==> config.mk <==
export PLATFORM = sky130hd
export DESIGN_NAME = seq_divider_core
export DESIGN_NICKNAME = d
export VERILOG_FILES = /design/src/rtl/div_pkg.sv /design/src/rtl/div_step.sv /design/src/rtl/seq_divider_core.sv
export SDC_FILE = /design/constraint.sdc
export NUM_CORES = 1
export LEC_CHECK = 0
export CORE_UTILIZATION = 50
export CTS_CLUSTER_DIAMETER = 80
export DETAILED_ROUTE_END_ITERATION = 8
export MAX_ROUTING_LAYER = met4
export PLACE_DENSITY = 0.7
export SETUP_SLACK_MARGIN = 0.3
export SYNTH_ARGS = -nofsm -noshare
export SYNTH_HDL_FRONTEND = slang
export SYNTH_SLANG_ARGS = --single-unit
==> constraint.sdc <==
create_clock -name clk -period 6.1 [get_ports clk]
set_input_delay 0.915 -clock clk [delete_from_list [all_inputs] [get_ports clk]]
set_output_delay 0.915 -clock clk [all_outputs]
set_load 0.1 [all_outputs]
==> src/rtl/div_pkg.sv <==
// Shared types and sizing helpers for the sequential restoring divider.
package div_pkg;

    typedef enum logic [1:0] {
        IDLE,
        PREP,
        ITER,
        FIX
    } state_t;

    localparam int DEF_WIDTH = 32;

    // Counter must hold 0..WIDTH-1 with headroom for the full operand width.
    function automatic int cnt_width(input int w);
        return $clog2(w + 1);
    endfunction

endpackage

==> src/rtl/div_step.sv <==
// One combinational restoring-division step on a (WIDTH+1)-bit partial remainder.
module div_step
    import div_pkg::*;
#(
    parameter int WIDTH = DEF_WIDTH
) (
    input  logic [WIDTH:0] i_rem,
    input  logic [WIDTH:0] i_dvs,
    input  logic           i_bit,
    output logic [WIDTH:0] o_rem,
    output logic           o_qbit
);

    logic [WIDTH+1:0] w_shift;
    logic [WIDTH+1:0] w_diff;

    // i_rem < i_dvs on entry, so the difference always fits WIDTH+2 signed bits.
    assign w_shift = {i_rem, i_bit};
    assign w_diff  = w_shift - {1'b0, i_dvs};
    assign o_qbit  = ~w_diff[WIDTH+1];
    assign o_rem   = o_qbit ? w_diff[WIDTH:0] : w_shift[WIDTH:0];

endmodule

==> src/rtl/seq_divider_core.sv <==
// Iterative radix-2 restoring divider with stream-style operand/result handshakes.
//   state | meaning
//   IDLE  | ready for operands, outputs hold last result
//   PREP  | signs recorded, magnitudes and div-by-zero flag formed
//   ITER  | one quotient bit per cycle, WIDTH cycles
//   FIX   | signs applied, result strobed for one cycle
module seq_divider_core
    import div_pkg::*;
#(
    parameter int WIDTH  = DEF_WIDTH,
    parameter int SIGNED = 1
) (
    input  logic               clk,
    input  logic               rstn,
    input  logic               s_axis_divisor_tvalid,
    input  logic [WIDTH-1:0]   s_axis_divisor_tdata,
    output logic               s_axis_divisor_tready,
    input  logic               s_axis_dividend_tvalid,
    input  logic [WIDTH-1:0]   s_axis_dividend_tdata,
    output logic               s_axis_dividend_tready,
    output logic               m_axis_dout_tvalid,
    output logic [2*WIDTH-1:0] m_axis_dout_tdata,
    output logic               m_axis_dout_tuser
);

    localparam int CNT_W = cnt_width(WIDTH);

    state_t             r_state;
    logic [CNT_W-1:0]   r_cnt;
    logic [WIDTH-1:0]   r_dvd;
    logic [WIDTH-1:0]   r_dvs;
    logic [WIDTH:0]     r_dsm;
    logic [WIDTH:0]     r_rem;
    logic [WIDTH-1:0]   r_q;
    logic               r_neg_q;
    logic               r_neg_r;
    logic               r_div0;
    logic               r_valid;
    logic [2*WIDTH-1:0] r_data;
    logic               r_user;

    logic               w_ready;
    logic               w_accept;
    logic               w_sd;
    logic               w_ss;
    logic [WIDTH:0]     w_ext_dvd;
    logic [WIDTH:0]     w_ext_dvs;
    logic [WIDTH:0]     w_mag_dvd;
    logic [WIDTH:0]     w_mag_dvs;
    logic [WIDTH:0]     w_step_rem;
    logic               w_step_q;
    logic [WIDTH-1:0]   w_q_fix;
    logic [WIDTH-1:0]   w_r_fix;

    assign w_ready  = (r_state == IDLE) && rstn;
    assign w_accept = w_ready && s_axis_divisor_tvalid && s_axis_dividend_tvalid;

    assign s_axis_divisor_tready  = w_ready;
    assign s_axis_dividend_tready = w_ready;

    // WIDTH+1-bit magnitudes keep the most negative operand representable.
    assign w_sd      = (SIGNED != 0) && r_dvd[WIDTH-1];
    assign w_ss      = (SIGNED != 0) && r_dvs[WIDTH-1];
    assign w_ext_dvd = {w_sd, r_dvd};
    assign w_ext_dvs = {w_ss, r_dvs};
    assign w_mag_dvd = w_sd ? -w_ext_dvd : w_ext_dvd;
    assign w_mag_dvs = w_ss ? -w_ext_dvs : w_ext_dvs;

    assign w_q_fix = r_neg_q ? -r_q : r_q;
    assign w_r_fix = r_neg_r ? -r_rem[WIDTH-1:0] : r_rem[WIDTH-1:0];

    div_step #(.WIDTH(WIDTH)) u_step (
        .i_rem  (r_rem),
        .i_dvs  (r_dsm),
        .i_bit  (r_q[WIDTH-1]),
        .o_rem  (w_step_rem),
        .o_qbit (w_step_q)
    );

    always_ff @(posedge clk) begin
        if (!rstn) begin
            r_state <= IDLE;
            r_cnt   <= '0;
            r_dvd   <= '0;
            r_dvs   <= '0;
            r_dsm   <= '0;
            r_rem   <= '0;
            r_q     <= '0;
            r_neg_q <= 1'b0;
            r_neg_r <= 1'b0;
            r_div0  <= 1'b0;
            r_valid <= 1'b0;
            r_data  <= '0;
            r_user  <= 1'b0;
        end else begin
            r_valid <= 1'b0;
            case (r_state)
                IDLE: begin
                    if (w_accept) begin
                        r_dvd   <= s_axis_dividend_tdata;
                        r_dvs   <= s_axis_divisor_tdata;
                        r_state <= PREP;
                    end
                end
                PREP: begin
                    r_neg_q <= w_sd ^ w_ss;
                    r_neg_r <= w_sd;
                    r_div0  <= (r_dvs == '0);
                    r_dsm   <= w_mag_dvs;
                    r_q     <= w_mag_dvd[WIDTH-1:0];
                    // Top magnitude bit is always zero; it seeds the remainder.
                    r_rem   <= {{WIDTH{1'b0}}, w_mag_dvd[WIDTH]};
                    r_cnt   <= '0;
                    r_state <= ITER;
                end
                ITER: begin
                    r_rem <= w_step_rem;
                    r_q   <= {r_q[WIDTH-2:0], w_step_q};
                    if (r_cnt == CNT_W'(WIDTH - 1)) begin
                        r_state <= FIX;
                    end else begin
                        r_cnt <= r_cnt + 1'b1;
                    end
                end
                FIX: begin
                    if (r_div0) begin
                        r_data <= {{WIDTH{1'b1}}, r_dvd};
                    end else begin
                        r_data <= {w_q_fix, w_r_fix};
                    end
                    r_user  <= r_div0;
                    r_valid <= 1'b1;
                    r_state <= IDLE;
                end
                default: r_state <= IDLE;
            endcase
        end
    end

    assign m_axis_dout_tvalid = r_valid;
    assign m_axis_dout_tdata  = r_data;
    assign m_axis_dout_tuser  = r_user;

endmodule

Word level (Yosys, flattened, before mapping)
Index checks and enable logic that the tools add are counted.
{"block": "classes", "n_addsub": 6, "eq_ne": 7, "mux": 14, "bitwise": 2, "n_reduce_logical": 9}
{"op": "two-way mux 33 bit", "n": 3}
{"op": "negation 33 bit", "n": 2}
{"op": "case mux 33 bit (2 select lines)", "n": 1}
{"op": "two-way mux 32 bit", "n": 2}
{"op": "two-way mux 64 bit", "n": 1}
{"op": "negation 32 bit", "n": 2}
{"op": "case mux 32 bit (2 select lines)", "n": 1}
{"op": "subtractor 34 x 33 -> 34 bit", "n": 1}
{"op": "logical NOT 32 bit", "n": 1}
{"op": "case mux 6 bit (2 select lines)", "n": 1}
{"op": "case mux 2 bit (4 select lines)", "n": 1}
{"op": "adder 6 x 1 -> 6 bit (second input constant)", "n": 1}
{"op": "equality test 6 x 5 -> 1 bit (second input constant)", "n": 1}
{"op": "two-way mux 6 bit", "n": 1}
{"op": "!= test 2 bit (second input constant)", "n": 3}
{"op": "AND reduction 2 bit", "n": 3}
{"op": "equality test 2 bit (second input constant)", "n": 2}
{"op": "two-way mux 2 bit", "n": 2}
{"op": "logical AND 1 bit", "n": 3}
{"op": "equality test 2 x 1 -> 1 bit (second input constant)", "n": 1}
{"op": "logical NOT 2 bit", "n": 1}
{"op": "nonzero test 2 bit", "n": 1}
{"op": "two-way mux 1 bit", "n": 1}
{"op": "NOT 1 bit", "n": 1}
{"op": "bitwise XOR 1 bit", "n": 1}
{"block": "word_totals", "ff_bits": 239, "in_bits": 68, "out_inout_bits": 68}

Longest topological paths before layout
{"block": "logic_depth", "ltp_word": 6, "ltp_mapped": 14, "mapped_depth_nobuf": 14}

By module
From an unflattened synthesis, not the netlist that was laid out.
{"block": "hier_totals", "hier_cells": 1751, "hier_area_um2": 14003.4}
{"mod": "seq_divider_core", "n_inst": 1, "cells_per_inst": 1444, "area_each_um2": 11628.7}
{"mod": "div_step", "n_inst": 1, "cells_per_inst": 307, "area_each_um2": 2374.8}

Worst setup path after synthesis
OpenSTA, ideal clock, no wires.
{"block": "synth_timing", "kind": "input to output", "from": "in rstn", "to": "out s_axis_divisor_tready", "t_arrival_ns": 2.392, "required_ns": 5.185, "slack_ns": 2.793, "path_stages": 3, "path_cell_list": "clkbuf_1 > and2_1 > buf_4"}
{"block": "synth_via", "elab_chain_cells": 1}
{"element": "start, declared", "line_no": "seq_divider_core.sv:14", "source": "input logic rstn,"}
{"element": "logical AND 1 bit", "line_no": "seq_divider_core.sv:55", "source": "assign w_ready = (r_state == IDLE) && rstn;"}
{"element": "end, declared", "line_no": "seq_divider_core.sv:17", "source": "output logic s_axis_divisor_tready,"}
No other way between the ends.

Worst setup path after layout
Ends and elaborated chain as after synthesis.

==> results.env <==
MAX_FREQ_GHz=0.259
SYNTH-EDFF-COUNT=0
ROUTABILITY_CONGESTION_ESTIMATE_FROM_GLOBAL_PLACEMENT=0.910
SYNTHTOLAYOUTAREAGROWTH_PCT=17.9
YOSYSMOSTFREQUENTCELL='sky130_fd_sc_hd__nand2_1'
SYNTH_TOP_CELLS_BY_COUNT='279 x sky130_fd_sc_hd__nand2_1, 239 x sky130_fd_sc_hd__dfxtp_1, 153 x sky130_fd_sc_hd__o21ai_0'
GLOBAL_ROUTE_OVERFLOW=0
CRITPATHSLOWESTCELL='sky130_fd_sc_hd__clkdlybuf4s50_1'
WORSTMARGINPINSLEW_NS=0.997
FILLERS=2399
CTS-HTREE-LEVELS=1
IOPINCOUNT=136
CLKLATENCYLATEPIN_NS=0.55
FINALCOREUTILIZATION_PCT=60.7
YOSYSUNIQUECELLTYPES=61
CP.ARRIVAL_NS=2.94
LARGEST_CLOCK_SKEW_IN_THE_FINAL_DESIGN_NS=0.0117
POST_CTS.RESIZED_INSTANCES=0
CTS.HOLD.BUFFERS_ADDED=0
CP_DATA_REQUIRED_TIME_NS=5.18
SYNTH_COMPOUND_GATE_AREA_SHARE_PCT=24.1
PIN_COUNT_OF_THE_BIGGEST_NET_ENTERING_GLOBAL_ROUTING=81
CTS_POST_SETUP_BUFFERS_INSERTED=0
IR_DROP_mV=0.211
NETLIST.TOP_CELL.BY_AREA='sky130_fd_sc_hd__dfxtp_1'
CTS_MADE_BUFFERS=28
ANTENNA-DIODE-COUNT=0
TIMING.CRITICAL_PATH.FROM_TYPE='input port'
SYNTHADDERAREAFRAC_PCT=4.02
CRITPATHCAPTURETYPE='output port'
FRACTION_OF_SYNTHESIZED_AREA_IN_MULTIPLEXERS_PCT=3.77
FINAL-MAX-SLEW-VIOLATION-COUNT=0
FP.COREAREA_UM2=26400
CRITICAL_PATH_CLASS='input port to output port'
SYNTH_TOP_FAMILY_BY_AREA='compound AO/OA/AOI/OAI gates'
POST_SYNTH_XOR_AREA_FRACTION_PCT=9.67
SYN-INSTANCE-COUNT=1699
POSTROUTEWIRELENGTH_MM=32.8
SLEW-LIMIT-HEADROOM_PCT=33.3
DRIVE_ABOVE_1_SHARE_PCT=6.05
INPUT_OUTPUT_BUFFERS=135
ANTENNA_FOUND_INITIAL=0
START_UTIL_PCT=51.5
FP.DIEW_UM=167
MAX_CAP_VIOLATIONS=0
CLK_PIN_SLEW_WORST_PATHS_NS=0.06
YS_TOP_CELLS_BY_AREA='sky130_fd_sc_hd__dfxtp_1 35%, sky130_fd_sc_hd__nand2_1 7.7%, sky130_fd_sc_hd__xor2_1 6.6%'
TIMING.CRITICAL_PATH.CELLS='buf_4, and2_1, clkdlybuf4s50_1'
GRT_PASS1_VIAS=11100
RUN_STATUS='complete, no violations'
FINALHOLDWORSTSLACK_NS=0.443
HOLD_VIOL=0
YOSYS_REGISTER_BITS=239
SYN_AREA_PER_CELL_UM2=8.00
CLOCK-SINKS=239
GRT_SETUP_UNREPAIRED='false'
YOSYS.AREA_SHARE.SIMPLE_PCT=18.2
GRT_PASS1_WL_MM=55.5
VIA_PER_INSTANCE_RATIO=5.53
MAXIMUM_SINGLE_STAGE_DELAY_ON_THE_CRITICAL_PATH_NS=1.16
FINAL_CELL_COUNT_NO_FILL=2120
AVGROUTEDWIREPERCELL_UM=15.5
FINAL.SETUP.TNS_NS=0
GRT_USE_TOTAL_PCT=24.6
CRITPATHMAXFANOUT=80
DRCVIOLATIONCOUNT=0
CRIT_BUF_INV=2
POST-DP-HPWL_MM=23.5
DP.CELLS=2071
DETAIL_ROUTE.FIRST_PASS.ITERATIONS=5
POST-ROUTE-PERIOD-UTIL_PCT=63.2
DRTITER0DRC=865
FP.DIEH_UM=167
ASYNCSETRESETFLOPFRACSYNTH_PCT=0
FINISH.NET_COUNT=1877
TRITONCTS_CLOCK_TREE='done'
CELL_ROWS=59
POWERDENSITY_nW_PER_UM2=353
CLOCK-ROOT-BUFFER='sky130_fd_sc_hd__clkbuf_16'
CRIT_FAMILY='buffers and inverters'
FINALWORSTPATHREQUIREDPERIOD_NS=3.86
SYNTH.CELL_AREA_UM2=13600
HOLD_PATH_CLASS='flop to flop'
DR_TOTAL_VIAS=11700
SETUP-VIOLATIONS-FINAL=0
SYNTH.NET_COUNT=1810
SYNTHFLOPTYPE='sky130_fd_sc_hd__dfxtp_1'
CTS_MAX_PATH_BUFFERS=3
SYNTH_SEQUENTIAL_AREA_RATIO_PCT=35.2
ANT_NETS=0
SYNTH_WARNINGS=0
DIE_AREA_UM2=27800
POST-LAYOUT-TOTAL-POWER_mW=5.65
POST-SYNTH-TOP-AREA-FRACTION_PCT=35.2
TOTAL_LEAKAGE_POWER_nW=6.05
[sequential cells by signal, indices dropped and copies added, names as in the netlist]
signal,count
m_axis_dout_tdata,64
m_axis_dout_tuser,1
m_axis_dout_tvalid,1
r_cnt,6
r_div0,1
r_dsm,33
r_dvd,32
r_dvs,32
r_neg_q,1
r_neg_r,1
r_q,32
r_rem,33
r_state,2
[metal layers]
metal	part of all wire, %	routed length, µm	global-route usage (%)
met1	47	15600	32.5
met2	46	15100	40.1
met3	3.9	1290	2.31
met4	2.5	809	6.36
met5	0	0	-
[cell usage in the layout, fill, tap and decap left out, types with 6 or more instances in the layout]
cell type | Yosys | layout
sky130_fd_sc_hd__nand3_1 | 16 | 15
sky130_fd_sc_hd__or3_1 | 25 | 25
sky130_fd_sc_hd__clkbuf_16 | 0 | 28
sky130_fd_sc_hd__nand2b_1 | 11 | 11
sky130_fd_sc_hd__xor2_1 | 102 | 102
sky130_fd_sc_hd__mux2i_1 | 50 | 50
sky130_fd_sc_hd__or4_1 | 16 | 16
sky130_fd_sc_hd__clkdlybuf4s50_1 | 0 | 134
sky130_fd_sc_hd__a311oi_1 | 8 | 8
sky130_fd_sc_hd__o221a_2 | 27 | 27
sky130_fd_sc_hd__a21oi_1 | 81 | 81
sky130_fd_sc_hd__ha_1 | 42 | 39
sky130_fd_sc_hd__nor2_1 | 110 | 109
sky130_fd_sc_hd__a211oi_1 | 27 | 27
sky130_fd_sc_hd__a21o_1 | 12 | 12
sky130_fd_sc_hd__nor2b_1 | 33 | 33
sky130_fd_sc_hd__dfxtp_1 | 239 | 238
sky130_fd_sc_hd__nand2_1 | 279 | 279
sky130_fd_sc_hd__o41ai_1 | 14 | 14
sky130_fd_sc_hd__o21ai_0 | 153 | 153
sky130_fd_sc_hd__a22o_1 | 6 | 6
sky130_fd_sc_hd__xnor2_1 | 48 | 47
sky130_fd_sc_hd__buf_4 | 1 | 15
sky130_fd_sc_hd__inv_1 | 67 | 67
sky130_fd_sc_hd__o31ai_1 | 35 | 35
sky130_fd_sc_hd__nand3b_1 | 16 | 16
sky130_fd_sc_hd__and2_1 | 8 | 8
sky130_fd_sc_hd__clkbuf_8 | 0 | 7
sky130_fd_sc_hd__a31oi_1 | 8 | 8
sky130_fd_sc_hd__nor3_1 | 16 | 16
sky130_fd_sc_hd__a21boi_0 | 70 | 70
sky130_fd_sc_hd__nand4_1 | 6 | 6
[stage by stage]
step	setup slack (ns)	instance area (µm²)
floorplan	2.79	13600
global placement	2.25	15100
detailed placement	2.22	15100
CTS	2.21	16000
global route	2.13	16000
finish	2.24	16000
[tightest hold or removal path, stage by stage, from the launching register on]
cell and delay (ns):
sky130_fd_sc_hd__dfxtp_1 0.31, sky130_fd_sc_hd__nand2_1 0.06, sky130_fd_sc_hd__nor2_1 0.03
[cell families (layout without fill, tap and decap cells)]
family,after synthesis,after routing
compound gates,487,487
xor+xnor,150,150
fa+ha+maj,43,43
buf+inv,179,265
flops,239,239
mux,51,51
simple gates,550,550
[where the power goes]
part           leakage [nW]  switching [mW]  internal (mW)
clock network         0.469           0.657           1.05
logic                  3.65            1.32          0.806
registers              1.93           0.121           1.70
[cell type report]
cell class | instances | area (µm²) | area share (%)
multi-input cells | 1281 | 8150 | 50.9
flip-flops and latches | 239 | 4790 | 29.9
repair buffers | 149 | 1450 | 9.08
clock buffers | 39 | 812 | 5.07
well taps | 335 | 419 | 2.62
inverters | 67 | 251 | 1.57
clock inverters | 10 | 139 | 0.868
[path summary, 6_finish.rpt]
kind                           end  slack, ns  depth (start not counted)  startpoint
max reg2reg              r_rem[28]       2.48                         14     r_q[31]
max          s_axis_divisor_tready       2.24                          3        rstn
min reg2reg              r_dsm[32]       0.44                          2   r_dsm[32]
min                      r_dsm[32]       0.44                          2   r_dsm[32]
No activity file was read; power rests on OpenSTA's default activity.
==> RTL change, RTL diff (config.mk and constraints unchanged) <==
Change the package constant `DEF_WIDTH` from 32 to 48.
--- a/src/rtl/div_pkg.sv
+++ b/src/rtl/div_pkg.sv
@@ -8,7 +8,7 @@
         FIX
     } state_t;
 
-    localparam int DEF_WIDTH = 32;
+    localparam int DEF_WIDTH = 48;
 
     // Counter must hold 0..WIDTH-1 with headroom for the full operand width.
     function automatic int cnt_width(input int w);
Interface: changed (resized m_axis_dout_tdata, s_axis_dividend_tdata and s_axis_divisor_tdata); port bits go from 136 to 200. No check against the original RTL was run, so the function may have changed too.
==> RTL change against the unedited design <==
Final area increased by 51%; combinational power increased by 48%; fmax decreased by 18%; wire length increased by 71%; sequential power increased by 46%; sequential cell count increased by 112; die area increased by 52%; power increased by 47%; hold slack improved by 30 ps; synthesized area increased by 52%; worst setup slack got worse by 860 ps; critical endpoint is now r_rem[9]; largest cell class unchanged; largest power group unchanged.
==> RTL change: results (changes against the unedited design) <==
| Metric | Value |
|---|---|
| GRT Total Usage | `0.272 (+0.0265)` |
| Mapped Nets | `2753 (+52%)` |
| Vias in the first global route | `17300 (+56%)` |
| Worst IR drop on VDD | `0.000203 V (-3.6%)` |
| CP arrival | `5120 ps (+2180 ps)` |
| CP max stage cell | `o41ai_1` |
| H-tree depth | `2 (+1)` |
| Synth top area cells | `dfxtp_1 (34%), nand2_1 (8.2%), xor2_1 (7.3%)` |
| Routability cong. | `0.907 (-0.31%)` |
| Filler Cells Inserted | `3726 (+55%)` |
| Slew HR | `0.202 (-0.131)` |
| Pleak | `9.48 nW (+57%)` |
| Largest net degree at the start of global routing | `117 (+44%)` |
| Fraction of layout cells with a size suffix above 1 | `0.0443 (-0.0162)` |
| Dpl cell area | `22800 µm² (+51%)` |
| Status | `complete, no violations` |
| Post-synth cell types | `68 (+11%)` |
| Port Buffers | `199 (+47%)` |
| Sequential share of the synthesized area | `0.340 (-0.0124)` |
| Post-DR vias/cell | `5.65 (+2.2%)` |
| Cell Count, Final, Fillers Out | `3242 (+53%)` |
| Routed WL | `56.2 mm (+71%)` |
| Top post-synthesis cells by count | `nand2_1 (454), dfxtp_1 (351), o21ai_0 (277)` |
| Global-route wire length before repair | `90.4 mm (+63%)` |
| First-pass DRT Iterations | `6 (+1)` |
| Max reg flops | `96 (+50%)` |
| Sw frac | `0.377 (+0.00564)` |
| Cell family with most CP delay | `compound AO/OA/AOI/OAI gates` |
| Num CTS Buffers | `41 (+46%)` |
| Setup Skew | `20.9 ps (+9.21 ps)` |
| Crit-path max FO | `36 (-55%)` |
| Initial DRC count | `1088 (+26%)` |
==> RTL change: power by group through the flow <==
| stage | logic [mW] | registers (mW) | clock network, mW |
|---|---|---|---|
| after floorplan | 2.28 | 2.74 | 0 |
| after global placement | 3.09 | 2.68 | 0 |
| after detailed placement | 3.11 | 2.69 | 0 |
| after CTS | 3.13 | 2.64 | 2.58 |
| after global routing | 3.44 | 2.67 | 2.68 |
| final | 3.14 | 2.65 | 2.53 |
==> RTL change: kinds of logic after synthesis <==
family                   share of synthesized area
buffers and inverters                       0.0498
flip-flops                                   0.340
AO/OA/AOI/OAI                                0.231
adder cells (fa/ha/maj)                     0.0361
XOR/XNOR                                    0.0974
multiplexers                                0.0537
AND/OR/NAND/NOR                              0.193
==> RTL change: metrics by stage <==
step | util | setup slack [ps]
6_report | 0.592 | 1380
5_1_grt | 0.592 | 958
4_1_cts | 0.592 | 1370
3_5_place_dp | 0.558 | 1400
3_3_place_gp | 0.558 | 1500
2_1_floorplan | - | 2570
==> RTL change: area by class of cell <==
cell class	count	area, µm²	share of cell area
Clock inverter	13	201	0.00833
Sequential cell	351	7030	0.291
Timing Repair Buffer	216	2130	0.0882
Inverter	79	297	0.0123
Clock buffer	58	1180	0.0488
Multi-Input combinational cell	1993	12700	0.524
Tap cell	532	666	0.0275
==> RTL change: worst paths after layout <==
check	cells past startpoint	startpoint	endpoint
min reg2reg	2	r_dvs[47]	r_dvs[47]
min	2	r_dvs[47]	r_dvs[47]
max	12	r_rem[1]	r_rem[9]
max reg2reg	12	r_rem[1]	r_rem[9]
==> RTL change: per-layer routing <==
metal	vias to the layer above	routed length [µm]	track usage
met5	-	0	-
met4	0	1070	0.0746
met3	75	2440	0.0342
met2	399	26400	0.443
met1	8606	26300	0.354
li1	9225	-	-
